**config.mk**
```make
export PLATFORM = sky130hd
export DESIGN_NAME = alu_writeback
export DESIGN_NICKNAME = d
export VERILOG_FILES = /design/src/rtl/alu_writeback.sv
export SDC_FILE = /design/constraint.sdc
export NUM_CORES = 1
export LEC_CHECK = 0
export ABC_AREA = 1
export CORE_UTILIZATION = 50
export DETAILED_ROUTE_END_ITERATION = 7
export GPL_ROUTABILITY_DRIVEN = 1
export PLACE_DENSITY = 0.77
export SLEW_MARGIN = 20
export SYNTH_ARGS = -nofsm -noshare
export SYNTH_HDL_FRONTEND = slang
export SYNTH_SLANG_ARGS = --single-unit
export TNS_END_PERCENT = 50
```
**constraint.sdc**
```tcl
create_clock -name clock -period 3 [get_ports clock]
set_input_delay 0.75 -clock clock [delete_from_list [all_inputs] [get_ports clock]]
set_output_delay 0.75 -clock clock [all_outputs]
set_load 0.01 [all_outputs]
```
**src/rtl/alu_writeback.sv**
```systemverilog
// ----------------------------------------------------------------------------
// alu_writeback
//
// Writeback stage that sits directly behind the ALU. Each accepted ALU
// result is registered and offered to the register file over a valid/ready
// handshake. The stage also owns the architectural flag register {N,Z,C,V}
// and resolves beq/bne/jump into a one-cycle taken-branch pulse with target.
//
// Storage is an output register plus one skid register, so the ALU can issue
// one more result while the register file is stalled. in_ready is registered
// and is high exactly when the skid register is empty.
//
// Optional build macro:
//   WB_STICKY_OVF_EN  - when defined, the V flag is sticky: once an ARITH
//                       result sets it, it stays set through later ARITH and
//                       LOGIC updates until reset. A flush rollback still
//                       restores the value saved before the discarded entry.
// ----------------------------------------------------------------------------
module alu_writeback #(
    parameter int WIDTH       = 32,
    parameter int RA_W        = 5,
    parameter bit R0_WRITABLE = 1'b0
) (
    input  logic             clock,
    input  logic             reset,
    // ALU side
    input  logic             in_valid,
    output logic             in_ready,
    input  logic [4:0]       in_opcode,
    input  logic [WIDTH-1:0] in_result,
    input  logic             in_zero,
    input  logic             in_carry,
    input  logic             in_overflow,
    input  logic [RA_W-1:0]  in_rd,
    input  logic [WIDTH-1:0] in_pc,
    input  logic [WIDTH-1:0] in_imm,
    // Register-file side
    output logic             wb_valid,
    input  logic             wb_ready,
    output logic             wb_we,
    output logic [RA_W-1:0]  wb_rd,
    output logic [WIDTH-1:0] wb_data,
    // Architectural flags and branch resolution
    output logic [3:0]       flags,
    output logic             br_taken,
    output logic [WIDTH-1:0] br_target,
    output logic             flush
);

    // ------------------------------------------------------------------------
    // Types
    // ------------------------------------------------------------------------

    // Occupancy of the two-entry buffer. TWO means output and skid both hold
    // an entry, which is the only state where in_ready is low.
    typedef enum logic [1:0] {
        ST_EMPTY = 2'd0,
        ST_ONE   = 2'd1,
        ST_TWO   = 2'd2
    } state_e;

    typedef enum logic [1:0] {
        CLS_ARITH  = 2'd0,
        CLS_LOGIC  = 2'd1,
        CLS_BRANCH = 2'd2
    } op_class_e;

    // Everything the stage carries with a result until it retires. The
    // branch target is computed once at accept and travels with the entry.
    typedef struct packed {
        logic             we;
        logic [RA_W-1:0]  rd;
        logic [WIDTH-1:0] data;
        logic             is_branch;
        logic             taken;
        logic [WIDTH-1:0] target;
    } entry_t;

    // Every one of the 32 opcodes lands in exactly one class; anything that
    // is neither arithmetic nor a branch updates flags like a logic op.
    function automatic op_class_e classify(input logic [4:0] op);
        op_class_e cls;
        case (op)
            5'b00000, 5'b00001, 5'b00011,
            5'b00100, 5'b00101, 5'b00110: cls = CLS_ARITH;
            5'b00010, 5'b00111, 5'b01010: cls = CLS_BRANCH;
            default:                      cls = CLS_LOGIC;
        endcase
        return cls;
    endfunction

    // ------------------------------------------------------------------------
    // State
    // ------------------------------------------------------------------------
    state_e     state_q,       state_d;
    entry_t     out_q,         out_d;
    entry_t     skid_q,        skid_d;
    logic [3:0] skid_shadow_q, skid_shadow_d;   // flags before the skid entry
    logic [3:0] flags_q,       flags_d;
    logic       in_ready_q,    in_ready_d;
    logic       br_taken_q,    br_taken_d;
    logic [WIDTH-1:0] br_target_q, br_target_d;

    // ------------------------------------------------------------------------
    // Handshake decode
    // ------------------------------------------------------------------------
    logic      accept;
    logic      retire;
    logic      flush_now;
    op_class_e in_class;

    assign wb_valid  = (state_q != ST_EMPTY);
    assign accept    = in_valid & in_ready_q;
    assign retire    = wb_valid & wb_ready;
    // A taken branch leaving the output register squashes everything younger.
    assign flush_now = retire & out_q.is_branch & out_q.taken;
    assign in_class  = classify(in_opcode);

    // ------------------------------------------------------------------------
    // Build the entry and the flag update for the incoming result
    // ------------------------------------------------------------------------
    entry_t     new_entry;
    logic [3:0] new_flags;
    logic       res_n;
    logic       res_z;

    assign res_n = in_result[WIDTH-1];
    // Z always comes from the result itself; in_zero is only the branch test.
    assign res_z = (in_result == '0);

    // Decode the incoming ALU result into a buffer entry and next flags.
    always_comb begin
        // NOTE: every variable written here gets a default first, so no path
        // leaves it unassigned and no latch is inferred.
        new_entry           = '0;
        new_entry.rd        = in_rd;
        new_entry.data      = in_result;
        new_entry.target    = in_pc + in_imm;   // wraps modulo 2^WIDTH
        new_entry.is_branch = (in_class == CLS_BRANCH);
        new_entry.taken     = (in_class == CLS_BRANCH) & in_zero;
        new_entry.we        = (in_class != CLS_BRANCH) &
                              (R0_WRITABLE || (in_rd != '0));

        new_flags = flags_q;
        case (in_class)
            CLS_ARITH: begin
`ifdef WB_STICKY_OVF_EN
                new_flags = {res_n, res_z, in_carry, flags_q[0] | in_overflow};
`else
                new_flags = {res_n, res_z, in_carry, in_overflow};
`endif
            end
            CLS_LOGIC: begin
`ifdef WB_STICKY_OVF_EN
                new_flags = {res_n, res_z, 1'b0, flags_q[0]};
`else
                new_flags = {res_n, res_z, 1'b0, 1'b0};
`endif
            end
            default: new_flags = flags_q;       // branches leave flags alone
        endcase
    end

    // ------------------------------------------------------------------------
    // Next-state: buffer occupancy, entry movement, flags, branch pulse
    // ------------------------------------------------------------------------
    // Next-state logic for the two-entry buffer and the flag register.
    always_comb begin
        state_d       = state_q;
        out_d         = out_q;
        skid_d        = skid_q;
        skid_shadow_d = skid_shadow_q;
        flags_d       = flags_q;
        br_taken_d    = 1'b0;
        br_target_d   = br_target_q;

        if (flush_now) begin
            // Drop the skid entry and any result accepted on this edge. The
            // flags go back to what they were before the oldest dropped
            // entry; if only the same-edge input is dropped, flags_q already
            // is that value because its update is never applied.
            state_d     = ST_EMPTY;
            br_taken_d  = 1'b1;
            br_target_d = out_q.target;
            if (state_q == ST_TWO) begin
                flags_d = skid_shadow_q;
            end
        end else begin
            if (accept) begin
                flags_d = new_flags;
            end
            case (state_q)
                ST_EMPTY: begin
                    if (accept) begin
                        out_d   = new_entry;
                        state_d = ST_ONE;
                    end
                end
                ST_ONE: begin
                    case ({accept, retire})
                        2'b10: begin
                            skid_d        = new_entry;
                            skid_shadow_d = flags_q;
                            state_d       = ST_TWO;
                        end
                        2'b01: state_d = ST_EMPTY;
                        2'b11: out_d   = new_entry;
                        default: ;
                    endcase
                end
                ST_TWO: begin
                    // in_ready is low here, so only a retire can happen.
                    if (retire) begin
                        out_d   = skid_q;
                        state_d = ST_ONE;
                    end
                end
                default: state_d = ST_EMPTY;
            endcase
        end

        in_ready_d = (state_d != ST_TWO);
    end

    // ------------------------------------------------------------------------
    // Registers
    // ------------------------------------------------------------------------
    // State and payload registers with synchronous reset.
    always_ff @(posedge clock) begin
        if (reset) begin
            // NOTE: the payload registers are cleared too, because wb_rd,
            // wb_data and br_target are visible outputs with defined reset
            // values and the skid contents would otherwise carry X into the
            // output register when it is next promoted.
            state_q       <= ST_EMPTY;
            out_q         <= '0;
            skid_q        <= '0;
            skid_shadow_q <= '0;
            flags_q       <= '0;
            in_ready_q    <= 1'b1;
            br_taken_q    <= 1'b0;
            br_target_q   <= '0;
        end else begin
            // NOTE: non-blocking assignments here so every register samples
            // the values of the same edge regardless of statement order.
            state_q       <= state_d;
            out_q         <= out_d;
            skid_q        <= skid_d;
            skid_shadow_q <= skid_shadow_d;
            flags_q       <= flags_d;
            in_ready_q    <= in_ready_d;
            br_taken_q    <= br_taken_d;
            br_target_q   <= br_target_d;
        end
    end

    // ------------------------------------------------------------------------
    // Outputs
    // ------------------------------------------------------------------------
    assign in_ready  = in_ready_q;
    assign wb_we     = out_q.we;
    assign wb_rd     = out_q.rd;
    assign wb_data   = out_q.data;
    assign flags     = flags_q;
    assign br_taken  = br_taken_q;
    assign flush     = br_taken_q;
    assign br_target = br_target_q;

endmodule
```
======== Yosys cells after proc, flatten, opt, wreduce, memory -nomap -nowiden ========
Memories as Yosys holds them, arrays and structs flattened.
Cells that the tools add are included.
storage, ports and cells
  bits in read-only memories .............. 32
  register bits ........................... 188
  memories kept ........................... 1
cells by class
  muxes and demuxes ....................... 15
  eq/ne operators ......................... 13
  bitwise operators ....................... 7
  add/subtract/negate cells ............... 1
  reduce and logical (&&, ||, !) cells .... 11
memories
  name              depth  width  rd ports  clocked after Yosys merged registers in  wr ports  RTL line  source
  (name not given)  16     2      1         0                                        0         83        case (op)
operators with widths
  operator              count
  $mux W72              3
  $pmux W72 S3          1
  $add A32 B32 Y32      1
  $logic_not A32 Y1     1
  $mux W4               3
  $eq A2 B2 Y1 const B  4
  $mux W2               4
  $ne A2 B2 Y1 const B  4
  $pmux W4 S2           1
  $and A1 B1 Y1         6
  $eq A2 B1 Y1 const B  3
  $pmux W2 S3           1
  $reduce_and A3 Y1     2
  $reduce_bool A3 Y1    2
  $reduce_and A5 Y1     1
  $reduce_bool A5 Y1    1
  $logic_not A2 Y1      2
  $ne A2 B1 Y1 const B  2
  $pmux W2 S2           1
  $reduce_bool A2 Y1    2
  $mux W1               1
  $not A1 Y1            1

======== Depth between registers and ports, before layout ========
Gate-level depths: netlist of the first run.
  depth after elaboration ................. 7
  depth in mapped cells ................... 15
  mapped depth without buffers ............ 15

======== Least setup slack after synthesis of the first run ========
No wires, ideal clock.
  path type ............................... in2reg
  start point ............................. input port in_pc[0]
  end point ............................... register skid_q[24] in the netlist's numbering
  setup time .............................. 109 ps
  path buffers ............................ 0
  slack ................................... 703 ps
  cell stages on the path ................. 14
  arrival ................................. 2,188 ps
  cell sequence ........................... ha_1 > fa_1 > nand3_1 > nand3_1 > nand2_1 > nand2_1 > nand2_1 > nand2_1 > nand2_1 > nand3_1 > nand2_1 > nand2_1 > nand2_1 > inv_1
between the ends
  cells in the longest elaborated chain, start to end .. 1
RTL lines
  what                  RTL line  source
  from (decl)           35        input logic [WIDTH-1:0] in_pc,
  $add A32 B32 Y32      138       new_entry.target = in_pc + in_imm;
  to (signal assigned)  248       skid_q <= skid_d;
  to (decl)             97        entry_t skid_q, skid_d;
Every way passes these cells.
A chain may end at the register's enable or synchronous reset.

======== Worst setup path in the final report of the first run ========
  start point ............................. input port in_pc[0]
  end point ............................... register skid_q[28] in the netlist's numbering
The elaborated chain is that of the path after synthesis.

==> reports/qor.txt, run 1 <==
Core Footprint: 19500 sq um
largest net degree at the start of global routing: 125
max-cap violations: 0
H-tree depth: 4
Slowest cell on crit path: fa_1
I/O Buffers: 190
GRT overflow: 0
Final Cell Area: 12400 sq um
RSZ-0062 raised after global routing: false
hold crit path type: register to register
Global Route Usage Sum: 0.258
FF-to-FF path depth: 10
pre-CTS WS: 0.0974 ns
WL/cell: 13.9 um
Crit Path Class: primary input to register
final worst path period share: 0.831
hold_sp: skid_q[3]
CP delay by family, top: simple AND/OR/NAND/NOR gates
count of hold-fix buffers inserted at cts: 0
Final Setup Violations: 0
die area: 20500 sq um
nets@finish: 1726
Netlist Area Pre-Place: 9950 sq um
Yosys warnings: 0
register area share after synthesis: 0.378
Post-synth EDFFs: 0
Clock Skew: 0.0114 ns
CTS tree: built
internal reg-to-reg setup slack: 0.96 ns
#FFs+latches synth: 188
Final Slew Violations: 0
CTS max path bufs: 2
final hold vios: 0
DRC: 0
Routability Congestion: 0.919
Die H: 143 um
Critical Path, Cell by Cell: clkdlybuf4s50_1, ha_1, fa_1, nand3_1, nand3_1, nand3_1, nand3b_1, nand2_1, nand3_1, nand2_1, nand2_1, nand2_1, inv_1
Placement Rows: 51
Root Buffer: clkbuf_16
Worst Setup Start Kind: primary input
reg2reg start: state_q[0]
asr flop ratio synth: 0
post-route ant nets: 0
worst-margin pin slew: 0.824 ns
CTS clk-pin slew, worst paths: 0.07 ns
Crit Reg-Reg Endpoint: skid_q[40]
via count: 9590
number of fill cells: 1767
Rel. slew slack: 0.451
dpl cell area: 11700 sq um
Resized cells post-CTS: 0
setup slack after layout: 0.508 ns
Max stage delay on crit path: 0.45 ns
status: finished clean
Detailed Route Iter0 Violations: 804
Top FF cell, synth: dfxtp_1
P_leak: 5.91 nW
TNS Setup: 0 ns
Final min period: 2.49 ns
Setup crit end kind: register
Routed WL: 25800 um
critical path arrival: 2.82 ns
initial antenna violation count: 0
Skew-Pair Late Insertion Delay: 0.43 ns
worst vdd ir: 0.291 mV
Req. time, crit path: 3.33 ns
Mapped Cells: 1458
DRT Pass-1 Iters: 6
syn_nets: 1605
synthesized area per cell: 6.82 sq um
Cell variety after synth: 37
fmax: 401 MHz
clock sinks: 188
layout cells sized above 1: 0.0415
average vias per placed instance: 5.16
Syn-to-layout area delta: 24.5%
Post-DP HPWL: 18200 um
WHS Path Cells: 2
CP bufs+invs: 2
vias in the first global route: 8780
Min-Delay Endpoint: skid_q[3]
first-pass GRT wire length: 42000 um
die width: 143 um
Post-CTS Setup Bufs: 0
Num CTS Buffers: 17
Ports: 191
Worst Path Max Fanout: 4
initial core utilization: 0.511
PwrDens: 541 nW/um^2
Fin Hold WS: 0.455 ns
-- Yosys cell counts (21+ instances only) --
cell type | instances | area, sq um
o21ai_1 | 21 | 105
dfxtp_1 | 188 | 3760
o21ai_0 | 118 | 591
buf_2 | 24 | 120
nand3_1 | 40 | 200
a31oi_1 | 43 | 269
a21oi_1 | 107 | 536
clkbuf_1 | 27 | 101
ha_1 | 33 | 413
nand2_1 | 380 | 1430
buf_4 | 51 | 383
a22o_1 | 32 | 280
nor2_1 | 144 | 541
inv_1 | 176 | 661
-- through the flow --
stage	cells	util	total power [W]
global placement	1825	0.603	0.00429
detailed placement	1825	0.603	0.00432
CTS	1857	0.636	0.00671
global route	1857	0.636	0.00703
finish	1858	0.636	0.00670
floorplan	1458	-	0.00384
-- routing by layer --
layer | share of wire | track usage | vias up | wire length [um]
met5 | 0 | 0 | - | 0
met4 | 0.029 | 0.108 | 0 | 741
met3 | 0.072 | 0.0446 | 53 | 1860
met2 | 0.45 | 0.415 | 339 | 11600
met1 | 0.45 | 0.340 | 4302 | 11700
li1 | - | - | 4896 | -
-- tightest hold or removal path: cells and delay by family (launching register included) --
family / cells / cell delay [ns]
buffers and inverters: 1 / 0.06
AOI/OAI and AO/OA: 1 / 0.06
DFF: 1 / 0.30
-- report_power, final --
group	switching, W	internal, W
registers	0.000120	0.00272
clock network	0.00100	0.00141
logic	0.000837	0.000611
-- state kept, by name, summed over array words and instances (netlist names) --
register	count
out_q	34
wb_rd	5
skid_q	72
in_ready	1
skid_shadow_q	4
flags	4
wb_we	1
br_taken	1
wb_data	32
br_target	32
state_q	2
-- layout make-up --
cell class              instances  area [sq um]  share of cell area
flip-flops and latches        188          3760               0.304
well taps                     265           332              0.0268
repair buffers                207          2080               0.168
clock buffers                  17           425              0.0344
multi-input cells             983          4880               0.394
clock inverters                15           206              0.0167
inverters                     182           688              0.0556
diodes                          1          2.50            0.000202
-- worst max path at each step --
stage             start    endpoint  slack, ns  depth (start not counted)
2_1_floorplan  in_pc[0]  skid_q[24]       0.70                         14
3_3_place_gp   in_pc[0]  skid_q[28]       0.14                         13
3_5_place_dp   in_pc[0]  skid_q[28]        0.1                         13
4_1_cts        in_pc[0]  skid_q[28]       0.54                         13
5_1_grt        in_pc[0]  skid_q[20]       0.31                         13
6_report       in_pc[0]  skid_q[28]       0.51                         13
-- kinds of logic (layout without fill, tap and decap cells) --
| logic type | count (synthesis) | count (layout) | synth area share |
|---|---|---|---|
| buffers and inverters | 287 | 421 | 0.132 |
| AO/OA/AOI/OAI | 334 | 334 | 0.189 |
| AND/OR/NAND/NOR | 599 | 599 | 0.243 |
| other | 0 | 1 | 0 |
| adder cells (fa/ha/maj) | 34 | 34 | 0.0435 |
| XOR/XNOR | 16 | 16 | 0.0141 |
| flip-flops | 188 | 188 | 0.378 |
-- cell usage in the layout, fill, tap and decap left out, types with 17 or more instances in the layout --
cell / count
clkdlybuf4s50_1: 190
inv_1: 175
a22o_1: 32
a31oi_1: 43
clkbuf_16: 17
a21oi_1: 107
ha_1: 33
nor2_1: 143
nand2_1: 380
o21ai_0: 118
dfxtp_1: 188
o21ai_1: 21
nand3_1: 40
Note: power is estimated with default switching activity, not from simulation.
==> run 2, diff against run 1 <==
CORE_UTILIZATION = 48   (was 50)
PLACE_DENSITY = 0.78   (was 0.77)
clock period = 2.26 ns   (was 3 ns; I/O delays follow)
==> run 2 against run 1 <==
Compared with the run above: register-to-register slack lost 0.61 ns; wire length grew 2.2%; clock-buffer cell count is the same; clock power grew 27%; critical path type is now register to output port.
==> reports/qor.txt, run 2 (synthesis gave the netlist of run 1 again) <==
status: finished clean
P_leak: 6.29 nW
Clock Skew: 0.0130 ns
max-cap violations: 0
ANT cells: 0
die width: 146 um
most common cell after layout, fill and taps aside: nand2_1
nets@finish: 1797
Rel. slew slack: 0.443
DRT Pass-1 Iters: 6
critical path arrival: 1.58 ns
Crit Path Class: register to output port
vias in the first global route: 9211
largest registers: skid_q (72), out_q (34)
Final min period: 2.15 ns
Routability Congestion: 0.937
die area: 21300 sq um
Ports: 191
Top reg by flops: skid_q
Num CTS Buffers: 17
hold crit path type: register to register
RSZ-0062 raised after global routing: true
largest net degree at the start of global routing: 63
Final Slew Violations: 0
dpl cell area: 12300 sq um
number of fill cells: 1802
Routed WL: 26400 um
PwrDens: 688 nW/um^2
Post-DP HPWL: 19200 um
count of hold-fix buffers inserted at cts: 0
Global Route Usage Sum: 0.251
I/O Buffers: 190
Die H: 146 um
GRT overflow: 0
Non-Filler Instances: 1933
max FFs per register: 72
Setup crit end kind: output port
worst-margin pin slew: 0.835 ns
CTS clk-pin slew, worst paths: 0.07 ns
worst vdd ir: 0.429 mV
placed insts: 1901
Final Cell Area: 13100 sq um
initial antenna violation count: 0
highest-count cells in the layout ignoring fill and taps: 374 x nand2_1, 188 x dfxtp_1, 188 x clkdlybuf4s50_1
WL/cell: 13.7 um
Placement Rows: 52
Post-CTS Setup Bufs: 0
Worst Setup Start Kind: register
average vias per placed instance: 5.14
final worst path period share: 0.950
layout cells sized above 1: 0.0956
DRC: 0
clock sinks: 188
final hold vios: 0
via count: 9929
TNS Setup: 0 ns
post-route ant nets: 0
Req. time, crit path: 1.69 ns
first-pass GRT wire length: 43800 um
Root Buffer: clkbuf_16
Worst Path Max Fanout: 4
CTS tree: built
CTS max path bufs: 2
Syn-to-layout area delta: 31.3%
H-tree depth: 4
Skew-Pair Late Insertion Delay: 0.44 ns
Final Setup Violations: 0
Detailed Route Iter0 Violations: 773
Core Footprint: 20300 sq um
fmax: 466 MHz
initial core utilization: 0.490
-- run 2: critical path, cell delays in order, from the launching register on --
cell and delay [ns]:
dfxtp_1 0.48, nor2_4 0.08, inv_1 0.07, clkdlybuf4s50_1 0.52
-- run 2: final cells by class --
type | count | area (sq um) | share of cell area
Clock inverter | 15 | 175 | 0.0134
Clock buffer | 17 | 425 | 0.0326
Timing Repair Buffer | 278 | 2680 | 0.205
Inverter | 182 | 688 | 0.0527
Tap cell | 270 | 338 | 0.0259
Multi-Input combinational cell | 983 | 4990 | 0.382
Sequential cell | 188 | 3760 | 0.288
-- run 2: what timing repair did --
action	4_1_cts	5_1_grt
pin swaps	0	5
gates resized for setup	1	24
endpoints found under the setup margin	1	31
-- run 2: where the power goes --
group	internal, W	switching (W)
clock	0.00167	0.00138
sequential	0.00360	0.000164
combinational	0.00100	0.00116
total	0.00628	0.00270
-- run 2: final timing paths --
kind	start	end	slack (ns)	cells past startpoint
worst max-delay path	state_q[0]	wb_valid	0.11	3
worst min-delay path	skid_q[3]	skid_q[3]	0.45	2
worst max register to register	state_q[1]	out_q[4]	0.35	7
worst min register to register	skid_q[3]	skid_q[3]	0.45	2
-- run 2: routing by layer --
layer / GRT usage / part of all wire / vias up
met5: 0 / 0 / -
met4: 0.0695 / 0.019 / 0
met3: 0.0448 / 0.066 / 37
met2: 0.427 / 0.47 / 354
met1: 0.326 / 0.45 / 4509
li1: - / - / 5029
-- run 2: stage by stage --
| step | utilization | setup WS (ns) | hold slack [ns] | power [W] |
|---|---|---|---|---|
| global route | 0.643 | -0.0180 | 0.475 | 0.00944 |
| floorplan | - | 0.148 | 0.430 | 0.00510 |
| global placement | 0.608 | -0.401 | 0.437 | 0.00590 |
| finish | 0.643 | 0.114 | 0.451 | 0.00898 |
| detailed placement | 0.608 | -0.455 | 0.446 | 0.00594 |
| CTS | 0.638 | 0.0598 | 0.456 | 0.00896 |
